File: config.mk
export PLATFORM = sky130hd
export DESIGN_NAME = dma_read_engine
export DESIGN_NICKNAME = d
export VERILOG_FILES = /design/src/rtl/dma_read_engine.sv
export SDC_FILE = /design/constraint.sdc
export NUM_CORES = 1
export LEC_CHECK = 0
export BUFFER_PORTS_ARGS = -buffer_cell sky130_fd_sc_hd__clkbuf_2
export CAP_MARGIN = 10
export CORE_ASPECT_RATIO = 1.4
export CORE_MARGIN = 3
export CORE_UTILIZATION = 40
export DETAILED_ROUTE_END_ITERATION = 8
export HOLD_SLACK_MARGIN = 0.03
export PLACE_DENSITY = 0.67
export SLEW_MARGIN = 10
export SYNTH_ARGS = -nofsm -noshare
export SYNTH_HDL_FRONTEND = slang
export SYNTH_SLANG_ARGS = --single-unit
File: constraint.sdc
create_clock -name i_clk -period 4.9 [get_ports i_clk]
set_input_delay 0.49 -clock i_clk [delete_from_list [all_inputs] [get_ports i_clk]]
set_output_delay 0.49 -clock i_clk [all_outputs]
set_load 0.02 [all_outputs]
File: src/rtl/dma_read_engine.sv
// dma_read_engine: splits one DMA read command into tagged, 4 KB-safe memory reads and tracks completions
module dma_read_engine #(
    parameter int p_mrrs_dw  = 128,
    parameter int p_tags     = 4,
    parameter int p_tag_bits = 2,
    parameter int p_holdoff  = 2
) (
    input  logic                  i_clk,
    input  logic                  i_rst,
    input  logic [31:0]           dma_read_addr,
    input  logic [9:0]            dma_read_len,
    input  logic                  dma_valid,
    output logic                  dma_done,
    output logic                  dma_err,
    output logic [31:0]           req_addr,
    output logic [9:0]            req_len,
    output logic [p_tag_bits-1:0] req_tag,
    output logic                  req_valid,
    input  logic                  req_ready,
    input  logic                  cpl_valid,
    input  logic [p_tag_bits-1:0] cpl_tag,
    input  logic [10:0]           cpl_dw,
    input  logic                  cpl_last,
    input  logic                  cpl_err
);
    localparam int NT = 2 ** p_tag_bits;
    localparam int HW = $clog2(p_holdoff + 1);
    typedef enum logic [2:0] {IDLE, ISSUE, WAIT, DONE, HOLD} state_t;
    state_t st_q, st_d;
    logic [31:0] cur_addr_q, cur_addr_d, req_addr_q, req_addr_d, nxt_addr;
    logic [10:0] rem_q, rem_d, tot_q, tot_d, rx_q, rx_d;
    logic [10:0] adv, nxt_rem, bnd, c0, chunk;
    logic [11:0] rx_sum;
    logic err_q, err_d, req_valid_q, req_valid_d;
    logic [NT-1:0] busy_q, busy_d, busy_a;
    logic [p_tag_bits:0] out_q, out_d, out_a;
    logic [HW-1:0] hcnt_q, hcnt_d;
    logic [9:0] req_len_q, req_len_d;
    logic [p_tag_bits-1:0] req_tag_q, req_tag_d, free_tag;
    logic hs, cv, hit, retire, issue;
    always_comb begin
        hs       = req_valid_q && req_ready;
        adv      = {req_len_q == 10'd0, req_len_q};
        // the pending request's own length advances the window, so the next chunk is sized from post-handshake state
        nxt_addr = hs ? cur_addr_q + {19'd0, adv, 2'b00} : cur_addr_q;
        nxt_rem  = hs ? rem_q - adv : rem_q;
        busy_a   = busy_q | (hs ? NT'(1) << req_tag_q : '0);
        out_a    = out_q + (p_tag_bits + 1)'(hs);
        bnd      = 11'd1024 - {1'b0, nxt_addr[11:2]};
        c0       = nxt_rem < bnd ? nxt_rem : bnd;
        chunk    = c0 < 11'(p_mrrs_dw) ? c0 : 11'(p_mrrs_dw);
        free_tag = '0;
        for (int i = p_tags - 1; i >= 0; i--)
            if (!busy_a[i]) free_tag = p_tag_bits'(i);
        issue    = st_q == ISSUE && nxt_rem != 11'd0 && (!req_valid_q || hs) &&
                   out_a < (p_tag_bits + 1)'(p_tags);
        cv       = cpl_valid && (st_q == ISSUE || st_q == WAIT);
        hit      = busy_q[cpl_tag];
        retire   = cv && hit && cpl_last;
        rx_sum   = {1'b0, rx_q} + {1'b0, cpl_dw};
        st_d        = st_q;
        cur_addr_d  = nxt_addr;
        rem_d       = nxt_rem;
        tot_d       = tot_q;
        rx_d        = cv && hit ? (rx_sum[11] ? 11'h7ff : rx_sum[10:0]) : rx_q;
        err_d       = cv ? (hit ? err_q | cpl_err : 1'b1) : err_q;
        busy_d      = busy_a & ~(retire ? NT'(1) << cpl_tag : '0);
        out_d       = out_a - (p_tag_bits + 1)'(retire);
        hcnt_d      = hcnt_q;
        req_valid_d = issue || (req_valid_q && !hs);
        req_addr_d  = issue ? nxt_addr : req_addr_q;
        req_len_d   = issue ? chunk[9:0] : req_len_q;
        req_tag_d   = issue ? free_tag : req_tag_q;
        case (st_q)
            IDLE: if (dma_valid) begin
                cur_addr_d = dma_read_addr & ~32'd3;
                rem_d      = {dma_read_len == 10'd0, dma_read_len};
                tot_d      = {dma_read_len == 10'd0, dma_read_len};
                rx_d       = '0;
                err_d      = 1'b0;
                st_d       = ISSUE;
            end
            ISSUE: st_d = hs && nxt_rem == 11'd0 ? WAIT : ISSUE;
            WAIT: if (out_q == '0) begin
                st_d  = DONE;
                err_d = err_q || rx_q != tot_q;
            end
            DONE: begin
                st_d   = HOLD;
                hcnt_d = '0;
            end
            HOLD: begin
                hcnt_d = hcnt_q + HW'(1);
                st_d   = hcnt_q == HW'(p_holdoff - 1) ? IDLE : HOLD;
            end
            default: st_d = IDLE;
        endcase
    end
    always_ff @(posedge i_clk) begin
        if (i_rst) begin
            st_q        <= IDLE;
            cur_addr_q  <= '0;
            rem_q       <= '0;
            tot_q       <= '0;
            rx_q        <= '0;
            err_q       <= 1'b0;
            busy_q      <= '0;
            out_q       <= '0;
            hcnt_q      <= '0;
            req_valid_q <= 1'b0;
            req_addr_q  <= '0;
            req_len_q   <= '0;
            req_tag_q   <= '0;
        end else begin
            st_q        <= st_d;
            cur_addr_q  <= cur_addr_d;
            rem_q       <= rem_d;
            tot_q       <= tot_d;
            rx_q        <= rx_d;
            err_q       <= err_d;
            busy_q      <= busy_d;
            out_q       <= out_d;
            hcnt_q      <= hcnt_d;
            req_valid_q <= req_valid_d;
            req_addr_q  <= req_addr_d;
            req_len_q   <= req_len_d;
            req_tag_q   <= req_tag_d;
        end
    end
    assign dma_done  = st_q == DONE;
    assign dma_err   = st_q == DONE && err_q;
    assign req_valid = req_valid_q;
    assign req_addr  = req_addr_q;
    assign req_len   = req_len_q;
    assign req_tag   = req_tag_q;
endmodule
==> results.py <==
metrics = {
    "run_status": {
        "outcome": "completed",
    },
    "die": {
        "fp.dieW_um": 119,
        "ios": 109,
        "dieHeight_um": 165,
        "core.rowCount": 57,
        "initial_core_util_pct": 41.1,
        "core_region_area_um2": 17500,
        "dieArea_um2": 19700,
    },
    "routing": {
        "wl_per_cell_um": 15.9,
        "dr_wl_met2_um": 9940,
        "drtAntennaViolNets": 0,
        "highest_layer": "met4",
        "vias": 6523,
        "drt_pass1_iterations": 4,
        "viasPerCell": 5.37,
        "wl_um": 19300,
        "dr_wl_met3_um": 824,
        "drt-initial-drc-count": 321,
        "drt-met1-wl_um": 8120,
        "drc_errors": 0,
    },
    "worst_setup_path": {
        "worst-setup-path-type": "reg -> reg",
        "crit_slowest_cell": "or3_1",
        "crit_path_max_incr_delay_ns": 0.48,
        "crit_path_max_fanout": 6,
        "cp_common_cell": "o21ai_0",
        "cp-startpoint": "req_len[0]",
        "crit_required_ns": 5.27,
        "arrival_ns": 4.92,
        "rrSetupSlack_ns": 0.35,
        "crit_chain": "ha_1, inv_1, fa_1, xnor2_1, mux2i_1, o21ai_0, or3_1, o21ai_0, nand3b_1, xor2_1, ha_1, a211oi_1, nand2_1, o21ai_0, a41o_1, a2111oi_4, a31oi_2, nor3b_4, a22o_1",
        "r2r_cells": 19,
        "worstSetupStartpointType": "flip-flop",
        "worstSetupEndpoint": "req_len[5]",
        "worstReg2RegStart": "req_len[0]",
        "reg2reg_to": "req_len[5]",
        "end_kind": "flip-flop",
    },
    "final_layout": {
        "finalNetCount": 1079,
        "synthToLayoutAreaGrowth_pct": 19.2,
        "antennaDiodeCount": 0,
        "final_cells": 1215,
        "final_area_um2": 8590,
        "drive_gt1_share_pct": 18.2,
        "fillers": 1773,
        "final_util_pct": 49.0,
    },
    "clock_tree": {
        "post_cts_buffers": 0,
        "cts_buffer_depth": 2,
        "clock-sinks": 119,
        "clk_latency_ns": 0.43,
        "cts_tree": "built",
        "htreeDepth": 4,
        "cts-root-buf": "clkbuf_16",
        "clk_pin_slew_ns": 0.06,
        "numCtsBuffers": 17,
    },
    "synth": {
        "yosysMostFrequentCell": "dfxtp_1",
        "synth_edf_count": 0,
        "yosys_warnings": 0,
        "synth_seq_area_share_pct": 33.0,
        "syn_area_um2": 7210,
        "ys_top_cells_by_count": "dfxtp_1 (119), nor2_1 (106), nand2_1 (73)",
        "ys.flop_type": "dfxtp_1",
        "syn_inst": 874,
        "ys_types": 78,
        "synthTopCellsByArea": "dfxtp_1 (33%), ha_1 (8.3%), a211oi_1 (6.7%), nor2_1 (5.5%), xor2_1 (4.9%)",
        "synth.top_cell.area_share_pct": 33.0,
        "synth_top_area_cell": "dfxtp_1",
        "async_flop_share_pct": 0,
        "ys_seq_elements": 119,
        "syn_avg_cell_area_um2": 8.25,
    },
    "timing": {
        "finalHoldViolCount": 0,
        "finalCriticalPeriod_ns": 4.55,
        "setup_ws_ns": 0.346,
        "worstMarginPinSlew_ns": 0.837,
        "timing.setup.tns_ns": 0,
        "fmax_mhz": 220,
        "final.period_utilization_pct": 92.9,
        "setup_viol": 0,
        "max-slew-margin-rel_pct": 44.2,
        "rsz0062_at_grt": "false",
        "slew_violations": 0,
        "skew_ns": 0.00861,
    },
    "global_route": {
        "grt_usage_pct": 19.4,
        "grt-ovfl-total": 0,
        "antenna_found_initial": 0,
        "grt_pass1_vias": 6298,
        "grt_pass1_wl_um": 30800,
        "grt_max_degree": 82,
    },
    "place": {
        "io_buffers": 104,
        "gp_congestion": 0.921,
        "post-place-ws_ns": 0.216,
        "place_hpwl_um": 14100,
        "placed_cells": 1183,
        "dpl_cell_area_um2": 7970,
    },
    "power_and_ir_drop": {
        "ir_worst_vdd_v": 0.000258,
        "power.leakage_nw": 3.69,
        "power.density_nw_per_um2": 369,
    },
    "worst_hold_path": {
        "worstHoldStart": "cpl_tag[1]",
        "min_path_type": "in -> reg",
    },
    "run": {
        "cap_violations": 0,
    },
}
[area by class of cell]
type                       instances  area (um2)  area share [%]
multi-input combinational        666        4500            52.3
sequential                       119        2380            27.7
timing repair buffer             120         656            7.63
clock buffer                      17         425            4.95
tap                              236         295            3.44
clock inverter                    15         181            2.11
inverter                          42         158            1.83
[cell usage in the layout (no fill, tap or decap), drive strengths merged, types with 4 or more instances in the layout]
master   instances
nor2b           10
or3              5
nor3            23
a21o             5
a2111oi          4
nand3           25
a211o            4
and3            10
nand2b           9
ha              48
nand4            6
a21oi           61
nor4            11
o31ai            5
a31oi            5
dfxtp          119
buf             17
o21ai           38
mux2i           16
xnor2           19
nor2           106
o21a             8
a211oi          65
clkbuf         120
inv             52
and4             4
xor2            40
a22o             7
nand2           74
and2             4
o211ai           5
nor3b            4
[layer usage]
metal	track usage [%]	vias to the layer above
met2	34.6	123
li1	-	3327
met3	4.42	20
met5	0	-
met4	6.98	0
met1	22.8	3053
[cells by family after synthesis]
family / after synthesis / synth area share, %
and+or+nand+nor: 299 / 19.6
AOI/OAI and AO/OA: 238 / 23.3
DFF: 119 / 33.0
buffers and inverters: 90 / 5.07
xor gates and xnor gates: 59 / 7.17
adders and majority gates: 51 / 9.16
muxes: 17 / 2.59
other: 1 / 0.0520
[registers in the layout (all words and copies together) (netlist names), 4 cells and up]
register,flops
rx_q,11
cur_addr_q,30
req_len,10
rem_q,11
tot_q,11
busy_q,4
req_addr,30
[worst min-delay path by stage]
stage | to | slack (ns) | cells after the start
2_1_floorplan | tot_q[10] | 0.43 | 2
5_1_grt | busy_q[2] | 0.32 | 2
4_1_cts | busy_q[2] | 0.30 | 2
3_5_place_dp | tot_q[10] | 0.45 | 2
6_report | busy_q[2] | 0.32 | 2
3_3_place_gp | tot_q[10] | 0.44 | 2
[report_power, final]
part | switching (mW) | internal (mW) | total [mW] | leakage, nW
Sequential | 0.0565 | 1.04 | 1.10 | 0.975
Clock | 0.523 | 0.772 | 1.29 | 0.294
Combinational | 0.478 | 0.300 | 0.778 | 2.42
Total | 1.06 | 2.11 | 3.17 | 3.69
[worst max-delay path: cells and delay by family (launching register included)]
family / cells / cell delay (ns)
AOI/OAI and AO/OA: 8 / 1.56
xor gates and xnor gates: 2 / 0.32
adders and majority gates: 3 / 0.94
buffers and inverters: 1 / 0.05
DFF: 1 / 0.42
muxes: 1 / 0.16
and+or+nand+nor: 4 / 1.03
[per-stage QoR]
stage	hold WS (ns)	total power, mW
5_1_grt	0.318	3.32
3_5_place_dp	0.450	1.89
4_1_cts	0.302	3.19
2_1_floorplan	0.434	1.67
3_3_place_gp	0.442	1.88
6_report	0.319	3.17
[what timing repair did]
action	in CTS	in global routing
resized for setup	0	3
endpoints found under the setup margin	0	7
hold buffers	0	0
Power figures use the tool's default switching activity.
